### config.mk
export PLATFORM = sky130hd
export DESIGN_NAME = serial_subtractor
export DESIGN_NICKNAME = d
export VERILOG_FILES = /design/src/rtl/serial_subtractor.sv
export SDC_FILE = /design/constraint.sdc
export NUM_CORES = 1
export LEC_CHECK = 0
export CAP_MARGIN = 10
export CORE_UTILIZATION = 58
export CTS_BUF_LIST = sky130_fd_sc_hd__clkbuf_4 sky130_fd_sc_hd__clkbuf_8
export DETAILED_ROUTE_END_ITERATION = 8
export PLACE_DENSITY_LB_ADDON = 0.15
export SYNTH_ARGS = -nofsm -noshare
export SYNTH_HDL_FRONTEND = slang
export SYNTH_SLANG_ARGS = --single-unit
### constraint.sdc
create_clock -name clk -period 3 [get_ports clk]
set_input_delay 0.3 -clock clk [delete_from_list [all_inputs] [get_ports clk]]
set_output_delay 0.3 -clock clk [all_outputs]
set_load 0.005 [all_outputs]
### src/rtl/serial_subtractor.sv
// Bit-serial subtractor: computes d = a - b - bin, LSB first, one bit per
// cycle. A three-state FSM (IDLE -> SHIFT -> FIN) sequences the operation.
// Optional feature: define SERIAL_SUB_OVF_EN to add the signed overflow
// flag output v.
module serial_subtractor #(
  parameter int WIDTH = 8
) (
  input  logic             clk,
  input  logic             rst_n,
  input  logic             start,
  input  logic [WIDTH-1:0] a,
  input  logic [WIDTH-1:0] b,
  input  logic             bin,
  output logic             busy,
  output logic             done,
  output logic [WIDTH-1:0] d,
  output logic             bout
`ifdef SERIAL_SUB_OVF_EN
  ,
  output logic             v
`endif
);

  localparam int CW = $clog2(WIDTH) + 1;

  typedef enum logic [1:0] {IDLE, SHIFT, FIN} state_t;

  state_t           state, state_nx;
  logic [WIDTH-1:0] sa, sb;
  // Only WIDTH-1 partial bits are kept; the last diff bit goes straight to d.
  logic [WIDTH-2:0] rs;
  logic             br;
  logic [CW-1:0]    cnt;

  logic             a0, b0, dbit, br_nx, last;
  logic [WIDTH-1:0] rs_nx;

  assign a0    = sa[0];
  assign b0    = sb[0];
  assign dbit  = a0 ^ b0 ^ br;
  assign br_nx = (~a0 & b0) | (~(a0 ^ b0) & br);
  assign rs_nx = {dbit, rs};
  assign last  = (cnt == CW'(WIDTH - 1));

  // State register
  always_ff @(posedge clk or negedge rst_n) begin
    if (!rst_n) state <= IDLE;
    else        state <= state_nx;
  end

  // Next-state logic
  always_comb begin
    state_nx = state;
    case (state)
      IDLE:    if (start) state_nx = SHIFT;
      SHIFT:   if (last)  state_nx = FIN;
      FIN:     state_nx = IDLE;
      default: state_nx = IDLE;
    endcase
  end

  // Status outputs decoded from state
  always_comb begin
    busy = (state == SHIFT);
    done = (state == FIN);
  end

  // Datapath: operand capture, per-bit subtract, result commit on last bit
  always_ff @(posedge clk or negedge rst_n) begin
    if (!rst_n) begin
      sa   <= '0;
      sb   <= '0;
      rs   <= '0;
      br   <= 1'b0;
      cnt  <= '0;
      d    <= '0;
      bout <= 1'b0;
`ifdef SERIAL_SUB_OVF_EN
      v    <= 1'b0;
`endif
    end else begin
      case (state)
        IDLE: begin
          if (start) begin
            sa  <= a;
            sb  <= b;
            br  <= bin;
            cnt <= '0;
          end
        end
        SHIFT: begin
          sa <= sa >> 1;
          sb <= sb >> 1;
          br <= br_nx;
          rs <= rs_nx[WIDTH-1:1];
          if (last) begin
            d    <= rs_nx;
            bout <= br_nx;
`ifdef SERIAL_SUB_OVF_EN
            // Borrow into the MSB stage vs borrow out of it.
            v    <= br ^ br_nx;
`endif
          end else begin
            cnt <= cnt + CW'(1);
          end
        end
        default: ;
      endcase
    end
  end

endmodule

## Word-level counts from Yosys, hierarchy flattened

Cells that the tools add are included.

| word-level totals | value |
|---|---|
| input bits | 20 |
| bits in registers | 39 |
| logic and storage cells | 40 |
| output and inout port bits | 11 |

| operators by class | value |
|---|---|
| $add $sub $neg | 1 |
| reductions and logical operators | 6 |
| mux-type cells | 12 |
| bitwise logic cells | 7 |
| equal/unequal tests | 6 |

Operators with widths:

| cell | count |
|---|---|
| case mux 8 bit (2 select lines) | 2 |
| 2-to-1 mux 8 bit | 2 |
| 2-to-1 mux 4 bit | 2 |
| case mux 4 bit (2 select lines) | 1 |
| AND reduction 2 bit | 3 |
| adder 4 x 1 -> 4 bit, second input constant | 1 |
| == test 4 x 3 -> 1 bit, second input constant | 1 |
| 2-to-1 mux 2 bit | 2 |
| inequality test 2 bit, second input constant | 2 |
| case mux 2 bit (2 select lines) | 1 |
| AND reduction 3 bit | 1 |
| bitwise AND 1 bit | 2 |
| == test 2 x 1 -> 1 bit, second input constant | 1 |
| == test 2 bit, second input constant | 1 |
| zero test 2 bit | 1 |
| inequality test 2 x 1 -> 1 bit, second input constant | 1 |
| NOT 1 bit | 2 |
| case mux 1 bit (2 select lines) | 1 |
| nonzero test 2 bit | 1 |
| XOR 1 bit | 2 |
| 2-to-1 mux 1 bit | 1 |
| OR 1 bit | 1 |

## Longest topological paths before layout

Gate-level depths: netlist (run 1).

| depth | value |
|---|---|
| depth after elaboration | 5 |
| mapped depth | 6 |
| mapped depth without buffers | 5 |

## Worst setup path after synthesis (run 1)

No wires, ideal clock.

| timing | value |
|---|---|
| kind | register to register |
| start point | reg cnt[0] |
| end point | reg d[0] |
| buffers on the path | 0 |
| arrival time | 1.279 ns |
| stages on the path, launching flop included | 5 |
| data required time | 2.875 ns |
| period minus slack after synthesis | 1.404 ns |
| setup time | 0.125 ns |
| path slack | 1.596 ns |
| cells stage by stage | dfrtp_1 -> ha_1 -> nand3b_4 -> nor2_8 -> mux2_2 |

| on the way | value |
|---|---|
| word-level cells in the longest chain between the ends | 2 |

Ends and longest elaborated chain:

| element | line | source |
|---|---|---|
| start: declaration | 33 | `logic [CW-1:0] cnt;` |
| start signal: assignment | 104 | `cnt <= cnt + CW'(1);` |
| == test 4 x 3 -> 1 bit | 43 | `assign last = (cnt == CW'(WIDTH - 1));` |
| AND reduction 2 bit (no line) | - |  |
| end signal: assignment | 97 | `d <= rs_nx;` |
| end: declaration | 16 | `output logic [WIDTH-1:0] d,` |

Every way passes these cells.
A chain may end at the register's enable or synchronous reset.

## Worst setup path after layout (run 1)

| timing | value |
|---|---|
| start point | reg state[1] |
| end point | out busy |

| on the way | value |
|---|---|
| word-level cells in the longest chain between the ends | 1 |

Ends and longest elaborated chain:

| element | line | source |
|---|---|---|
| start: declaration | 28 | `state_t state, state_nx;` |
| start signal: assignment | 48 | `else state <= state_nx;` |
| == test 2 x 1 -> 1 bit | 64 | `busy = (state == SHIFT);` |
| end: declaration | 14 | `output logic busy,` |

Every way passes these cells.

==> results of run 1 <==
==> state kept, by name (all words and copies together) (netlist names) <==
signal and cells:
d 8, sa 8, sb 8, rs 7, cnt 4, state 2
bout 1, br 1
==> routing by layer <==
| layer | track usage, % | vias up |
|---|---|---|
| li1 | - | 622 |
| met1 | 25.4 | 643 |
| met2 | 39.5 | 53 |
| met3 | 6.35 | 4 |
| met4 | 9.76 | 0 |
| met5 | 0 | - |
==> cell families after synthesis <==
| kind of cell | share of synthesized area, % |
|---|---|
| buffers and inverters | 5.11 |
| and+or+nand+nor | 16.5 |
| adders and majority gates | 1.82 |
| muxes | 5.04 |
| AOI/OAI and AO/OA | 16.9 |
| DFF | 54.6 |
==> placed cells by master (no fill, tap or decap), types with 2 or more instances in the layout <==
cell | Yosys | final
a21oi_1 | 6 | 6
a22oi_1 | 12 | 12
and3b_2 | 2 | 2
clkbuf_4 | 0 | 6
clkdlybuf4s50_1 | 0 | 29
dfrtp_1 | 39 | 39
inv_1 | 3 | 3
mux2_2 | 8 | 8
nand2_1 | 39 | 39
nand3_1 | 3 | 3
nor2b_1 | 2 | 2
o21ai_0 | 11 | 11
o21ai_1 | 6 | 6
==> area by class of cell <==
class	instances	area, sq um	area share (%)
multi-input combinational	109	719	34.1
clock inverter	2	12.5	0.592
inverter	4	17.5	0.829
sequential	39	976	46.2
timing repair buffer	31	303	14.3
clock buffer	6	45.0	2.13
tap	31	38.8	1.84
==> synth_stat cells, types with 2 or more instances <==
master | count | area [sq um]
inv_1 | 3 | 11.3
dfrtp_1 | 39 | 976
a21oi_1 | 6 | 30.0
a22oi_1 | 12 | 90.1
and3b_2 | 2 | 20.0
buf_4 | 2 | 15.0
buf_6 | 4 | 45.0
nand2_1 | 39 | 146
nand3_1 | 3 | 15.0
buf_2 | 2 | 10.0
o21ai_1 | 6 | 30.0
o21ai_0 | 11 | 55.1
mux2_2 | 8 | 90.1
nor2b_1 | 2 | 12.5
==> power breakdown <==
group | internal [mW] | switching [mW]
clock network | 0.0996 | 0.171
registers | 0.743 | 0.180
logic | 0.393 | 0.367
total | 1.23 | 0.719
==> metrics by stage <==
stage | std cells | setup WS, ps | hold WS [ps]
final | 222 | 740 | 54.8
after global routing | 222 | 638 | 97.2
after CTS | 222 | 759 | 67.6
after detailed placement | 214 | 1150 | 452
after global placement | 214 | 1190 | 441
after floorplan | 161 | 1600 | 4.41
==> critical path: stages (launching register included) <==
cell	delay, ps
dfrtp_1	710
nand2b_4	370
inv_4	80
clkdlybuf4s50_1	450
==> worst min-delay path by stage <==
stage | start | endpoint | slack [ps] | cells after the start
floorplan | rst_n | bout | 4 | 0
global placement | rst_n | d[0] | 440 | 1
detailed placement | rst_n | rs[1] | 450 | 1
CTS | rst_n | sb[6] | 70 | 1
global route | rst_n | rs[5] | 100 | 1
finish | rst_n | d[0] | 50 | 1
==> impl_results.md, run 1 <==
- Wirelength, routed: about 3400 um
- Fin crit share: about three quarters
- Total power: roughly 2.0 mW
- Worst Path Arrival: 1960 ps
- Setup crit end: busy
- Max Freq: roughly 440 MHz
- Top Metal Used: met4
- Pre-antenna DRT Iters: 6
- Final Skew: just under 9 ps
- Nets: 212
- Chip height: around 58 um
- Warnings, synthesis: 0
- Antenna violations before repair: 0
- P_leak: around 0.96 nW
- Design Area, Final: 0.00211 sq mm
- Num CTS Buffers: 5
- Hold Vio Cnt, Final: 0
- Final Util: between 70% and 80%
- Area grow syn2layout: 18.2%
- # IOs: 31
- Later-pin clock latency in the skew report: around 340 ps
- 1st-iter DRT viols: 62
- Setup TNS: 0 ps
- Asr flop ratio synth: 100%
- Hold-fix buffers at CTS: 0
- DR vias: between 1000 and 1500
- M1 wire length: between 1000 and 1500 um
- Max Cap Viol: 0
- First-pass GRT wire length: between 5000 and 6000 um
- Avg WL per Cell: around 15 um
- DRC viols: 0
- Critical path capture point type: primary output
- Clk Tree Root Cell: clkbuf_4
- Clock sinks: 39
- Clk buf depth: 2
- Post-CTS Setup Bufs: 0
- Largest net degree at the start of global routing: 40
- PwrDens: 925 mW/mm^2
- Routed wl met3: approximately 170 um
- Final GP Congestion: 0.764
- #FFs+latches synth: 39
- CP Class: register to primary output
- Filler Cells Inserted: about 200
- Metal2 WL: ~1700 um
- Overflow after GRT: 0
- CTS clk-pin slew, worst paths: 120 ps
- Area after DPL: a little over 0.002 sq mm
- Mapped cell area: roughly 0.0018 sq mm
- FF-to-FF Start: state[1]
- Post-synth EDFFs: 0
- Worst vdd ir: about 0.00051 V
- Period minus WS final: 2260 ps
- H-Tree Depth: 2
- Slew at the pin closest to its max-slew limit: 860 ps
- Initial core utilization: 63.2%
- Pins Over Slew Limit: 0
- CP Launch Type: register
- Ant. Diodes: 0
- Status: finished clean
- Slew margin rel.: a little over two fifths
- Critical path required time: between 2000 and 3000 ps
- Row count: 19
- Cells after Synth: 161
- Vias in the first global route: 1304
- DR vias/cell: a little under 6
- Worst R2R Setup Slack: roughly 1400 ps
- DP Wirelength: about 2300 um
- Main synth FF type: dfrtp_1
- Syn Area/Cell: roughly 11 sq um
- Unrepaired setup endpoints after global routing: no
- Die width: approximately 58 um
- Tot GR Track Use: about 22%
- Final setup vio count: 0
- Crit Path Max Fanout: 19
- Synth cell types: 36
- Start point of the critical path: state[1]
- CTS tree: yes
- Post-Synthesis Net Count: ~180
- Reg2Reg Depth: 3
- Die area: about 0.0033 sq mm
- ANT nets after route: 0
- Core area: around 0.0028 sq mm
- PortBufs: 30
- Reg2reg end: d[3]
- Register area share after synthesis: between 50% and 60%
- Hold Crit Class: input port to asynchronous set/reset pin
- Share of cells above drive strength 1: between 10% and 20%
- # resized after CTS: 0
Power figures use the tool's default switching activity.
==> inputs of run 2 (changes only) <==
CORE_UTILIZATION = 54   (was 58)
clock period = 2.1 ns   (was 3 ns; I/O delays follow)
==> run 2 against run 1 <==
  * Register-to-register slack got worse by 840 ps
  * Total power is 44% higher
  * Clock power is 43% higher
  * Hold slack gained 450 ps
  * Core utilization decreased by 5.5 points
  * Critical path type unchanged
  * Critical endpoint unchanged
==> impl_results.md, run 2 (same netlist as run 1, synthesis figures left out) <==
- Clk Tree Root Cell: clkbuf_4
- Initial core utilization: 57.6% (-5.6 points)
- Status: finished clean
- DR vias/cell: 5.61 (-5.8%)
- Wirelength, routed: 3430 um (+2.3%)
- DRC viols: 0 (unchanged)
- Final Skew: 10.2 ps (+1.26 ps)
- Overflow after GRT: 0 (unchanged)
- Max Cap Viol: 0 (unchanged)
- PwrDens: 1310 mW/mm^2 (+42%)
- Vias in the first global route: 1236 (-5.2%)
- CTS clk-pin slew, worst paths: 110 ps (about the same)
- Filler Cells Inserted: 251 (+23%)
- # resized after CTS: 0 (unchanged)
- Critical path required time: 1890 ps (-810 ps)
- Avg WL per Cell: 14.5 um (-3.7%)
- Hold Vio Cnt, Final: 0 (unchanged)
- CP Class: register to primary output
- Core area: 0.00310 sq mm (+9.7%)
- Fin crit share: between 90% and 100%
- Final GP Congestion: 0.765 (about the same)
- PortBufs: 30 (unchanged)
- Unrepaired setup endpoints after global routing: no
- CP Launch Type: register
- CTS tree: yes
- DP Wirelength: 2440 um (+4.8%)
- Place WS: 430 ps (-722 ps)
- Clk buf depth: 2 (unchanged)
- Total power: 2.82 mW (+44%)
- DR vias: 1324 (+0.15%)
- Final hold slack: 500 ps (+445 ps)
- Period minus WS final: roughly 2000 ps
- Row count: 20 (+1)
- Tot GR Track Use: 22.1% (-0.33 points)
- Worst vdd ir: 0.000666 V (+31%)
- First-pass GRT wire length: 5650 um (+2.5%)
- Pre-antenna DRT Iters: 5 (-1)
- Num CTS Buffers: 5 (unchanged)
- Later-pin clock latency in the skew report: 350 ps (about the same)
- Registers with the most flip-flops: d x8, sa x8, sb x8
- Clock sinks: 39 (unchanged)
- P_leak: 0.972 nW (+1.3%)
- Post-CTS Setup Bufs: 0 (unchanged)
- Nets: 214 (+0.94%)
- Hold Crit Class: input port to asynchronous set/reset pin
- Die area: 0.00354 sq mm (+7.1%)
- H-Tree Depth: 2 (unchanged)
- Chip height: 59.5 um (+3.5%)
- Setup TNS: 0 ps (unchanged)
- Largest net degree at the start of global routing: 40 (unchanged)
- Area grow syn2layout: 20.0%
- Area after DPL: 0.00208 sq mm (+1.2%)
- Ant. Diodes: 0 (unchanged)
- Most frequent cells in the layout: nand2_1 (39), dfrtp_1 (39), clkdlybuf4s50_1 (29)
- Slew margin rel.: 44.9% (+2.2 points)
- Final setup vio count: 0 (unchanged)
- Hold-fix buffers at CTS: 1 (+1)
- Crit Path Max Fanout: 13 (-6)
- Antenna violations before repair: 0 (unchanged)
- Max Freq: around 500 MHz
- Critical path capture point type: primary output
- Worst Path Arrival: 1780 ps (-180 ps)
- Setup ws final: 107 ps (-633 ps)
- Die width: 59.5 um (+3.5%)
- Design Area, Final: 0.00214 sq mm (+1.5%)
- 1st-iter DRT viols: 42 (-32%)
- Pins Over Slew Limit: 0 (unchanged)
- # IOs: 31 (unchanged)
- Share of cells above drive strength 1: 15.1% (-0.079 points)
- Slew at the pin closest to its max-slew limit: 827 ps (-33.1 ps)
- ANT nets after route: 0 (unchanged)
run 2: changes by cell type in the layout (fill, tap and decap cells not counted), sizes merged:
| cell | delta |
|---|---|
| buf | +1 |
| clkinvlp | -1 |
| dlygate4sd3 | +1 |
run 2: layout make-up:
cell class                 instances  area (sq um)  area share [%]
sequential                        39           976            45.5
multi-input combinational        109           719            33.5
timing repair buffer              33           320            14.9
tap                               44          55.1            2.57
clock buffer                       6          51.3            2.39
inverter                           4          17.5           0.817
clock inverter                     1          5.00           0.233
run 2: path summary, 6_finish.rpt:
check	from	endpoint	slack, ps	cells after the start
hold reg to reg	sa[4]	sa[4]	500	2
setup reg to reg	cnt[0]	d[4]	530	4
setup / recovery	state[1]	busy	110	3
hold / removal	rst_n	cnt[0]	500	2
min in group clk	sa[4]	sa[4]	500	2
max in group asynchronous	rst_n	sa[0]	1080	2
run 2: worst max-delay path, stage by stage (launching register included):
cell	delay (ps)
dfrtp_1	510
nand2b_4	280
inv_4	140
clkdlybuf4s50_1	510
run 2: power by group:
part	total [mW]	internal, mW	switching [mW]	leakage (nW)
Sequential	1.30	1.06	0.236	0.498
Combinational	1.13	0.570	0.562	0.440
Clock	0.388	0.155	0.233	0.0341
Total	2.82	1.79	1.03	0.972
run 2: metal layers:
metal | vias up | global-route usage [%] | wire length (um)
met1 | 645 | 29.4 | 1560
met3 | 9 | 4.15 | 131
met4 | 0 | 10.6 | 73
met5 | - | 0 | 0
met2 | 40 | 35.2 | 1670
li1 | 630 | - | -
run 2: per-stage QoR:
step | cells | util, %
after global placement | 228 | 67.0
after CTS | 236 | 69.1
after detailed placement | 228 | 67.0
after floorplan | 161 | -
final | 236 | 69.1
after global routing | 236 | 69.1
==> variant, RTL diff (config.mk and constraints of run 1) <==
`WIDTH`: 8 -> 16.
--- a/src/rtl/serial_subtractor.sv
+++ b/src/rtl/serial_subtractor.sv
@@ -4,5 +4,5 @@
 // flag output v.
 module serial_subtractor #(
-  parameter int WIDTH = 8
+  parameter int WIDTH = 16
 ) (
   input  logic             clk,
Interface: changed (resized a, b and d); port bits go from 31 to 55. No check against the original RTL was run, so the function may have changed too.
==> variant against run 1 <==
Area after synthesis increased by 77%. Cell area increased by 86%. Worst setup slack improved by 200 ps. Count of clock-buffer cells in the layout increased by 6. Total power increased by 92%. Routed wire length increased by 65%. Synthesized cell count increased by 78%. Final cell count increased by 86%. Sequential cell count increased by 33. Highest routed layer unchanged. Largest power group unchanged. Largest cell class unchanged.
==> variant: results (changes against run 1) <==
- Status: completed (unchanged)
- Num CTS Buffers: 9 (was 5)
- Critical path peak fanout: 20 (was 19)
- Vias in the first global route: 2043 (was 1304)
- Static leakage: 1.92 nW (was 0.960 nW)
- M3 GR Usage: 4.23% (was 6.35%)
- Setup Viol. Count Final: 0 (unchanged)
- Met1 usage: 30.5% (was 25.4%)
- FILL cells: 349 (was 204)
- Total track usage: 21.7% (was 22.5%)
- Sequential fraction of the synthesis area: 57.0% (was 54.6%)
- Pre-antenna DRT Iters: 4 (was 6)
- Layout Nets: 377 (was 212)
- Worst reg2reg setup slack: 980 ps (was 1370 ps)
- Number of port buffers: 54 (was 30)
- Critical path endpoint: busy (unchanged)
- Sw Ratio: 31.5% (was 36.8%)
- Met2 Usage GRT: 34.3% (was 39.5%)
- Largest regs: d (16), sa (16), sb (16) (was d (8), sa (8), sb (8))
- WL met2: 2.62 mm (was 1.73 mm)
- CTS root buf: clkbuf_8 (was clkbuf_4)
- Htree depth: 3 (was 2)
- Synth Net Count: 325 (was 183)
- Vias/cell: 5.22 (was 5.95)
- Largest net degree at the start of global routing: 73 (was 40)
- Routed wl met3: 166 um (was 170 um)
- Iter 0 DRT Violations: 141 (was 62)
- Area share of the largest cell type after synthesis: 57.0% (was 54.6%)
- Worst VDD drop: 0.000483 V (was 0.000507 V)
- Gpl congestion: 0.733 (was 0.764)
- Yosys cell types: 31 (was 36)
- Dominant cells by area after synthesis: dfrtp_1 (57%), mux2i_1 (9.8%), nand2_1 (9.3%) (was dfrtp_1 (55%), nand2_1 (8.2%), a22oi_1 (5.0%))
- Worst-Margin Slew: 887 ps (was 860 ps)
- Final Skew: 9.89 ps (was 8.94 ps)
- Worst r2r dst: cnt[4] (was d[3])
- Clk slew on worst S/H paths: 70 ps (was 120 ps)
- Post-Route WL: 5.53 mm (was 3.35 mm)
- WHS: 76.4 ps (was 54.8 ps)
- Ratio of cells with drive above 1 in the final layout: 12.9% (was 15.2%)
- WP data arrival: 1760 ps (was 1960 ps)
- Synth top cells by count: nand2_1 (78), dfrtp_1 (72), mux2i_1 (31), o21ai_0 (31), mux2_2 (18) (was dfrtp_1 (39), nand2_1 (39), a22oi_1 (12), o21ai_0 (11), mux2_2 (8))
- FFs w/ async S/R, synth: 100% (unchanged)
- First-pass GRT wire length: 9.14 mm (was 5.51 mm)
- Met1 Wirelength: 2.66 mm (was 1.43 mm)
- R2R cell count: 6 (was 3)
- Busiest layer in global routing: met2 (unchanged)
- Clock buffer depth: 2 (unchanged)
- P_seq: 1.67 mW (was 0.923 mW)
- Crit path launch: state[0] (was state[1])
- Top sig layer: met4 (unchanged)
- Reg2reg start: cnt[0] (was state[1])
- Comb pwr share: 32.6% (was 38.9%)
- Detailed-placement wirelength estimate: 3.60 mm (was 2.33 mm)
-- variant: cell families after synthesis --
kind of cell	synth area share [%]
multiplexers	16.2
buffers and inverters	4.87
AND/OR/NAND/NOR	13.0
AO/OA/AOI/OAI	7.45
adder cells (fa/ha/maj)	1.43
flip-flops	57.0
-- variant: cell type report --
class	instances	area share (%)
Multi-Input combinational cell	189	30.9
Clock inverter	3	1.66
Tap cell	70	2.23
Inverter	8	0.766
Sequential cell	72	45.9
Timing Repair Buffer	58	14.5
Clock buffer	12	4.05
-- variant: per-stage QoR --
stage	util, %	instance area [um^2]	setup slack (ps)	total power, mW	cells
after floorplan	-	3160	1150	2.50	286
after global placement	71.5	3700	1030	2.86	397
after detailed placement	71.5	3700	1010	2.92	397
after CTS	75.8	3920	950	3.79	412
after global routing	75.8	3920	862	4.02	412
final	75.8	3920	938	3.75	412
-- variant: worst max-delay path: stages (launching register included) --
cell	delay [ps]
dfrtp_1	600
nand2b_4	230
inv_2	100
clkdlybuf4s50_1	500
